**config.mk**
```make
export PLATFORM = sky130hd
export DESIGN_NAME = gauss_instr_gen_flat
export DESIGN_NICKNAME = d
export VERILOG_FILES = /design/src/rtl/cpu_pkg.sv /design/src/rtl/gauss_instr_gen_if.sv /design/src/rtl/gauss_instr_gen.sv /design/src/flat_wrapper.sv
export SDC_FILE = /design/constraint.sdc
export NUM_CORES = 1
export LEC_CHECK = 0
export CELL_PAD_IN_SITES_DETAIL_PLACEMENT = 1
export CELL_PAD_IN_SITES_GLOBAL_PLACEMENT = 1
export CORE_MARGIN = 1
export CORE_UTILIZATION = 40
export DETAILED_ROUTE_END_ITERATION = 10
export PLACE_DENSITY_LB_ADDON = 0.1
export SLEW_MARGIN = 20
export SYNTH_ARGS = -nofsm -noshare
export SYNTH_HDL_FRONTEND = slang
export SYNTH_SLANG_ARGS = --single-unit
```
**constraint.sdc**
```tcl
create_clock -name clk -period 3.23 [get_ports clk]
set_input_delay 0.646 -clock clk [delete_from_list [all_inputs] [get_ports clk]]
set_output_delay 0.646 -clock clk [all_outputs]
set_load 0.02 [all_outputs]
```
**src/rtl/cpu_pkg.sv**
```systemverilog
// picoMIPS shared definitions: instruction field layout, opcodes, Gaussian kernel
// and the instruction-generator state type.
package cpu_pkg;

    localparam int I_WIDTH = 16;

    localparam int OPC_MSB = 15;
    localparam int OPC_LSB = 10;
    localparam int CLR_MSB = 9;
    localparam int CLR_LSB = 8;
    localparam int IMM_MSB = 7;

    localparam logic [1:0] CLR_ACC = 2'b01;

    localparam int N_K = 5;
    localparam logic [N_K-1:0][7:0] K = {8'h11, 8'h1D, 8'h23, 8'h1D, 8'h11};

    typedef enum logic [5:0] {
        NOP = 6'd0,
        MUL = 6'd1,
        ADD = 6'd2,
        END = 6'd3
    } opcode_t;

    typedef struct packed {
        logic [OPC_MSB-OPC_LSB:0] opcode;
        logic [CLR_MSB-CLR_LSB:0] clr;
        logic [IMM_MSB:0]         imm;
    } instr_t;

    typedef enum logic [2:0] {
        G_IDLE,
        G_MUL,
        G_ADD,
        G_END,
        G_DONE
    } genState_t;

    function automatic instr_t encode(opcode_t op, logic [1:0] clr, logic [7:0] imm);
        instr_t w;
        w.opcode = op;
        w.clr    = clr;
        w.imm    = imm;
        return w;
    endfunction

endpackage

```
**src/rtl/gauss_instr_gen_if.sv**
```systemverilog
// Instruction stream channel: producer drives instr/instr_valid, consumer drives instr_ready.
interface gauss_instr_gen_if #(
    parameter int I_WIDTH = cpu_pkg::I_WIDTH
);
    logic [I_WIDTH-1:0] instr;
    logic               instr_valid;
    logic               instr_ready;

    modport master (output instr, output instr_valid, input instr_ready);
    modport slave  (input instr, input instr_valid, output instr_ready);
endinterface

```
**src/rtl/gauss_instr_gen.sv**
```systemverilog
// Emits the Gaussian-filter picoMIPS program (MUL/ADD per tap, per window) followed
// by END, over a valid/ready channel with registered outputs.
module gauss_instr_gen
    import cpu_pkg::*;
#(
    parameter int CNT_WIDTH = 8,
    parameter int N_TAPS    = 5
) (
    input  logic                 clk,
    input  logic                 n_reset,
    input  logic                 start,
    input  logic [CNT_WIDTH-1:0] n_windows,
    gauss_instr_gen_if.master    ibus,
    output logic                 busy,
    output logic                 done
);

    localparam int TAP_W = (N_TAPS > 1) ? $clog2(N_TAPS) : 1;
    localparam logic [TAP_W-1:0] TAP_LAST = TAP_W'(N_TAPS - 1);

    genState_t            state_q, state_d;
    logic [TAP_W-1:0]     tap_q, tap_d;
    logic [CNT_WIDTH-1:0] win_rem_q, win_rem_d;
    instr_t               instr_q, instr_d;
    logic                 valid_q, valid_d;
    logic                 busy_q, busy_d;
    logic                 done_q, done_d;
    logic                 armed_q, armed_d;
    logic                 xfer;

    assign xfer = valid_q && ibus.instr_ready;

    always_comb begin
        state_d   = state_q;
        tap_d     = tap_q;
        win_rem_d = win_rem_q;
        busy_d    = busy_q;
        done_d    = 1'b0;
        // armed_q masks a start that coincides with the first edge after reset release
        armed_d   = 1'b1;

        case (state_q)
            G_IDLE: begin
                if (start && armed_q) begin
                    win_rem_d = n_windows;
                    tap_d     = '0;
                    busy_d    = 1'b1;
                    state_d   = (n_windows == '0) ? G_END : G_MUL;
                end
            end
            G_MUL: begin
                if (xfer) state_d = G_ADD;
            end
            G_ADD: begin
                if (xfer) begin
                    if (tap_q != TAP_LAST) begin
                        tap_d   = tap_q + TAP_W'(1);
                        state_d = G_MUL;
                    end else begin
                        tap_d     = '0;
                        win_rem_d = win_rem_q - CNT_WIDTH'(1);
                        state_d   = (win_rem_q == CNT_WIDTH'(1)) ? G_END : G_MUL;
                    end
                end
            end
            G_END: begin
                if (xfer) begin
                    busy_d  = 1'b0;
                    done_d  = 1'b1;
                    state_d = G_DONE;
                end
            end
            G_DONE: state_d = G_IDLE;
            default: state_d = G_IDLE;
        endcase

        // Outputs are encoded from the next state so they register in step with it
        valid_d = (state_d == G_MUL) || (state_d == G_ADD) || (state_d == G_END);
        case (state_d)
            G_MUL:   instr_d = encode(MUL, 2'b00, K[tap_d]);
            G_ADD:   instr_d = encode(ADD, (tap_d == '0) ? CLR_ACC : 2'b00, 8'h00);
            G_END:   instr_d = encode(END, 2'b00, 8'h00);
            default: instr_d = '0;
        endcase
    end

    always_ff @(posedge clk or negedge n_reset) begin
        if (!n_reset) begin
            state_q   <= G_IDLE;
            tap_q     <= '0;
            win_rem_q <= '0;
            instr_q   <= '0;
            valid_q   <= 1'b0;
            busy_q    <= 1'b0;
            done_q    <= 1'b0;
            armed_q   <= 1'b0;
        end else begin
            state_q   <= state_d;
            tap_q     <= tap_d;
            win_rem_q <= win_rem_d;
            instr_q   <= instr_d;
            valid_q   <= valid_d;
            busy_q    <= busy_d;
            done_q    <= done_d;
            armed_q   <= armed_d;
        end
    end

    assign ibus.instr       = instr_q;
    assign ibus.instr_valid = valid_q;
    assign busy             = busy_q;
    assign done             = done_q;

endmodule

```
**src/flat_wrapper.sv**
```systemverilog
// flat-port wrapper written by rule: the top's interface ports become plain ports
module gauss_instr_gen_flat import cpu_pkg::*;
#(
    parameter int CNT_WIDTH = 8,
    parameter int N_TAPS    = 5
)
  (clk, n_reset, start, n_windows, busy, done, ibus_instr, ibus_instr_valid, ibus_instr_ready);
  gauss_instr_gen_if ibus_i ();
  input  logic clk;
  input  logic n_reset;
  input  logic start;
  input  logic [CNT_WIDTH-1:0] n_windows;
  output logic busy;
  output logic done;
  output wire logic [$bits(ibus_i.instr)-1:0] ibus_instr;
  output wire logic [$bits(ibus_i.instr_valid)-1:0] ibus_instr_valid;
  input wire logic [$bits(ibus_i.instr_ready)-1:0] ibus_instr_ready;
  assign ibus_instr = ibus_i.instr;
  assign ibus_instr_valid = ibus_i.instr_valid;
  assign ibus_i.instr_ready = ibus_instr_ready;
  gauss_instr_gen #(.CNT_WIDTH(CNT_WIDTH), .N_TAPS(N_TAPS)) u_core (.clk(clk), .n_reset(n_reset), .start(start), .n_windows(n_windows), .ibus(ibus_i), .busy(busy), .done(done));
endmodule
```
-- Yosys cells after proc, flatten, opt, wreduce, memory -nomap -nowiden
Memories as Yosys holds them, arrays and structs flattened.
Cells that the tools add are included.
- logic and storage cells: 61
- bits in read-only memories: 64
- memories: 1
- output and inout bits: 19
- input bits: 12
- flip-flop bits (word level): 30
- $lt $le $gt $ge: 1
- equal/unequal tests: 12
- reduce and logical (&&, ||, !) cells: 11
- add/subtract/negate cells: 2
- muxes and demuxes: 24
- memory list (name ; words ; width ; rd ports ; clocked after memory_dff ; write ports ; RTL line ; source):
    (name not given) ; 8 ; 8 ; 1 ; 0 ; 0 ; gauss_instr_gen.sv:80 ; G_MUL: instr_d = encode(MUL, 2'b00, K[tap_d]);
- operators with widths (operator ; count):
    $pmux 12 s3 ; 1
    $mux 8 ; 4
    $mux 3 ; 8
    $pmux 8 s2 ; 1
    $eq 3x2->1 const B ; 4
    $pmux 3 s4 ; 1
    $eq 8x1->1 const B ; 1
    $logic_not 8->1 ; 1
    $sub 8x1->8 const B ; 1
    $eq 3x1->1 const B ; 2
    $logic_not 3->1 ; 2
    $ne 2x1->1 const B ; 3
    $pmux 3 s2 ; 1
    $mux 1 ; 5
    $lt 3x4->1 const B ; 1
    $mux 2 ; 2
    $reduce_and 4->1 ; 1
    $reduce_bool 2->1 ; 2
    $add 3x1->3 const B ; 1
    $ne 3x3->1 const B ; 1
    $reduce_and 3->1 ; 1
    $logic_and 1x1->1 ; 2
    $logic_or 1x1->1 ; 2
    $ne 2x2->1 const B ; 1
    $pmux 1 s2 ; 1

-- Depth between registers and ports, before layout
- depth in word-level cells: 8
- depth in mapped cells: 8
- gate-level depth less buffers: 7

-- Worst setup path before layout
Ideal clock, no wire load.
- kind: input-to-reg
- from: input port ibus_instr_ready
- to: register u_core.instr_q, in the netlist u_core.ibus.instr[3]
- path slack: 1.334 ns
- cell stages on the path: 6
- path buffers: 1
- data required time: 3.150 ns
- setup time: 0.080 ns
- arrival: 1.816 ns
- cell sequence: and2_1 > buf_4 > a211oi_1 > a211o_1 > or3_4 > nor3b_2
- cells in the longest elaborated chain, start to end: 6
- elaborated cells on any way between the ends: 13
- classes of those cells: eq/ne (3); mux (8); reduce/logical (1); memory (1)
- RTL lines (what ; RTL line ; source):
    from (decl) ; flat_wrapper.sv:17 ; input wire logic [$bits(ibus_i.instr_ready)-1:0] ibus_instr_ready;
    $logic_and 1x1->1 (*) ; gauss_instr_gen.sv:31 ; assign xfer = valid_q && ibus.instr_ready;
    $mux 3 ; gauss_instr_gen.sv:55 ; if (xfer) begin
    $pmux 3 s2 ; gauss_instr_gen.sv:42 ; case (state_q)
    $mem_v2 8x8 ; -- ;
    $mux 8 (implied by the code) ; gauss_instr_gen.sv:80 ;
    $pmux 12 s3 (*) ; gauss_instr_gen.sv:79 ; case (state_d)
    to (signal assigned) ; gauss_instr_gen.sv:101 ; instr_q <= instr_d;
    to (decl) ; gauss_instr_gen.sv:24 ; instr_t instr_q, instr_d;
Every way passes the cells marked *; elsewhere a longest branch is shown, timed or not. The select of a mux whose other input is x is not followed.
A chain may end at the register's enable or synchronous reset.

-- Worst setup path in the final report
Ends and elaborated chain as after synthesis.

==> results by group <==
Routing
  • 1st-iter DRT viols: 26
  • Routed length per instance: 13.9 µm
  • Routed WL: 2910 µm
  • Drt drc: 0
  • Vias per cell: 5.22
  • Post-route ant nets: 0
  • First drt pass iteration count: 4
  • Routed via count: 1090

Clock network
  • CTS tree: built
  • Postcts setup bufs: 0
  • Number of buffers created by CTS: 3
  • CTS clk-pin slew, worst paths: 0.14 ns
  • Sink Count: 25
  • Clk root buf: clkbuf_4
  • Deepest clock path buffer count: 2
  • Hold Buf Count CTS: 0
  • Worst-skew pair later-pin latency: 0.32 ns
  • Resized Gates After CTS: 0
  • H-Tree Depth: 1

Min path
  • Worst Hold Depth: 2
  • Worst min-delay path category: reg2reg
  • Worst hold path startpoint: u_core.win_rem_q[7]
  • Hold Path Sink: u_core.win_rem_q[7]

GRT
  • GRT Util Overall: 18.7%
  • Grt ovf: 0
  • Global routing's busiest layer: met2
  • Met1 GRT Util: 24.9%
  • Number of global-route vias before repair: 1080
  • Met2 usage: 31.4%
  • First-pass GRT wire length: 5000 µm
  • Largest net degree at the start of global routing: 26
  • Initial antenna violation count: 0
  • Met3 Track Usage GR: 2.60%

Placed design
  • Detailed Place HPWL: 2260 µm
  • Port Buffers: 23
  • Routability congestion estimate: 0.828
  • Placed inst area: 0.00156 mm²

Floorplan
  • Chip height: 59.8 µm
  • Initial Util: 43.1%
  • Row cnt: 20
  • Die area: 0.00358 mm²
  • Die span in x: 59.8 µm
  • Core Region: 0.00310 mm²
  • IO Count: 31

Job
  • Max Cap Viol: 0

Setup path
  • Worst r2r src: u_core.tap_q[0]
  • Worst reg-to-reg path cell count: 7
  • Peak fanout along the critical path: 8
  • CP startpoint kind: input pin
  • WS Path Type: in2reg
  • Reg2Reg Setup Slack: 1.22 ns
  • CP required: 3.49 ns
  • CP arrival: 2.55 ns
  • Worst reg2reg path endpoint: u_core.ibus.instr[8]
  • Setup crit end kind: register

Pwr
  • Peak supply drop: 295 µV
  • Pwr Total: 1.40 mW
  • Pwr/cell area: 884 mW/mm²
  • Leakage power: 0.698 nW

Yosys
  • YS warnings: 0
  • Syn avg cell area: 9.22 µm²
  • Top_reg_cell synth: dfrtp_1
  • Post-synthesis simple-gate area fraction: 18.8%
  • Number of synthesized flops with an enable pin: 0
  • Synth Area in Compound Gates: 17.9%
  • Synth async-reset ratio: 100%
  • Post-Synth Adder-Cell Area: 3.74%
  • Post-Syn Instances: 145
  • Post-synthesis mux area share: 0.748%
  • Post-synthesis xor/xnor area fraction: 0.655%
  • Synth Cell Area: 0.00134 mm²
  • Yosys cell types: 37
  • Flops & latches, synth: 25
  • Post-synthesis sequential area ratio: 46.8%
  • Largest family of logic cells by synthesized area: simple AND/OR/NAND/NOR gates

Finish
  • Layout area overhead: 18.6%
  • Filler cell count in the final layout: 384
  • Nets@finish: 182
  • Final Instance Area: 0.00159 mm²
  • N_diodes: 0
  • Commonest non-fill, non-tap cells in the layout: dfrtp_1, clkdlybuf4s50_1, nand2_1
  • Share of post-route cells with drive strength above 1: 6.06%
  • Commonest non-fill, non-tap cell in the layout: dfrtp_1

Timing
  • Slew @ Worst Pin: 0.750 ns
  • Relative slew slack: 49.6%
  • Final Max Slew Viols: 0
  • Clock period minus worst slack: 2.30 ns
  • Unrepaired setup endpoints after global routing: false
  • Max frequency: 436 MHz
  • TNS Setup: 0 ns
  • Final setup violation count: 0
  • Crit share post-route: 71.1%
  • Final hold violation count: 0
  • Setup Skew: 0.00651 ns

Outcome
  • Outcome: finished, final reports clean
per-layer routing:
metal  wire length (µm)  share of wire (%)
met3                 97                3.3
met2               1400                 48
met4                 21               0.72
met1               1390                 48
met5                  0                  0
worst max-delay path by stage:
stage                           endpoint  cells after the start  slack (ns)             start
floorplan           u_core.ibus.instr[3]                      6        1.33  ibus_instr_ready
detailed placement  u_core.ibus.instr[3]                      6        0.59  ibus_instr_ready
finish              u_core.ibus.instr[3]                      6        0.93  ibus_instr_ready
global placement    u_core.ibus.instr[3]                      6        0.66  ibus_instr_ready
global route        u_core.ibus.instr[3]                      6        0.84  ibus_instr_ready
CTS                 u_core.ibus.instr[3]                      6        0.92  ibus_instr_ready
where the power goes:
| group | switching [mW] | internal, mW | total, mW |
|---|---|---|---|
| logic | 0.413 | 0.294 | 0.707 |
| clock network | 0.0978 | 0.0473 | 0.145 |
| registers | 0.114 | 0.436 | 0.550 |
sequential cells by signal, summed over array words and instances (netlist names):
register                 flops
u_core.win_rem_q             8
u_core.ibus.instr            7
u_core.done                  1
u_core.tap_q                 3
u_core.ibus.instr_valid      1
u_core.armed_q               1
u_core.busy                  1
u_core.state_q               3
cells in the mapped netlist, drive strengths merged, types with 2 or more instances:
cell / instances / area share [%]
buf: 12 / 6.8
nor3b: 3 / 2.8
nor4: 4 / 1.9
conb: 2 / 0.56
inv: 11 / 3.1
a32oi: 3 / 2.0
dfrtp: 25 / 47
o211ai: 2 / 1.1
nor2: 9 / 2.5
nor3: 8 / 3.0
o21ai: 14 / 5.2
ha: 4 / 3.7
clkbuf: 3 / 0.94
a21oi: 7 / 2.6
a31oi: 2 / 0.94
nand3: 2 / 0.75
nand4: 2 / 0.94
nand2: 16 / 4.5
critical path, stage by stage:
cell             delay [ns]
clkdlybuf4s50_1        0.50
and2_1                 0.32
a211oi_1               0.12
a211o_1                0.35
or3_4                  0.44
nor3b_2                0.17
metrics by stage:
| step | hold WS [ns] | std cells | util (%) | worst slack [ns] |
|---|---|---|---|---|
| after detailed placement | 0.501 | 205 | 50.2 | 0.590 |
| after CTS | 0.535 | 209 | 51.1 | 0.920 |
| final | 0.536 | 209 | 51.1 | 0.934 |
| after global routing | 0.609 | 209 | 51.1 | 0.839 |
| after floorplan | 0.350 | 151 | - | 1.33 |
| after global placement | 0.505 | 205 | 50.2 | 0.659 |
kinds of logic after synthesis:
kind of cell               after synthesis
AOI/OAI and AO/OA                       38
xor gates and xnor gates                 1
adders and majority gates                4
buffers and inverters                   26
DFF                                     25
muxes                                    1
other                                    2
and+or+nand+nor                         48
final cells by class:
cell class	instances	area [µm²]	share of cell area, %
timing repair buffer	25	245	15.5
sequential	25	626	39.4
inverter	11	41.3	2.60
clock inverter	1	7.51	0.473
clock buffer	3	22.5	1.42
multi-input combinational	100	589	37.1
tap	44	55.1	3.47
(Power assumes the default switching activity.)
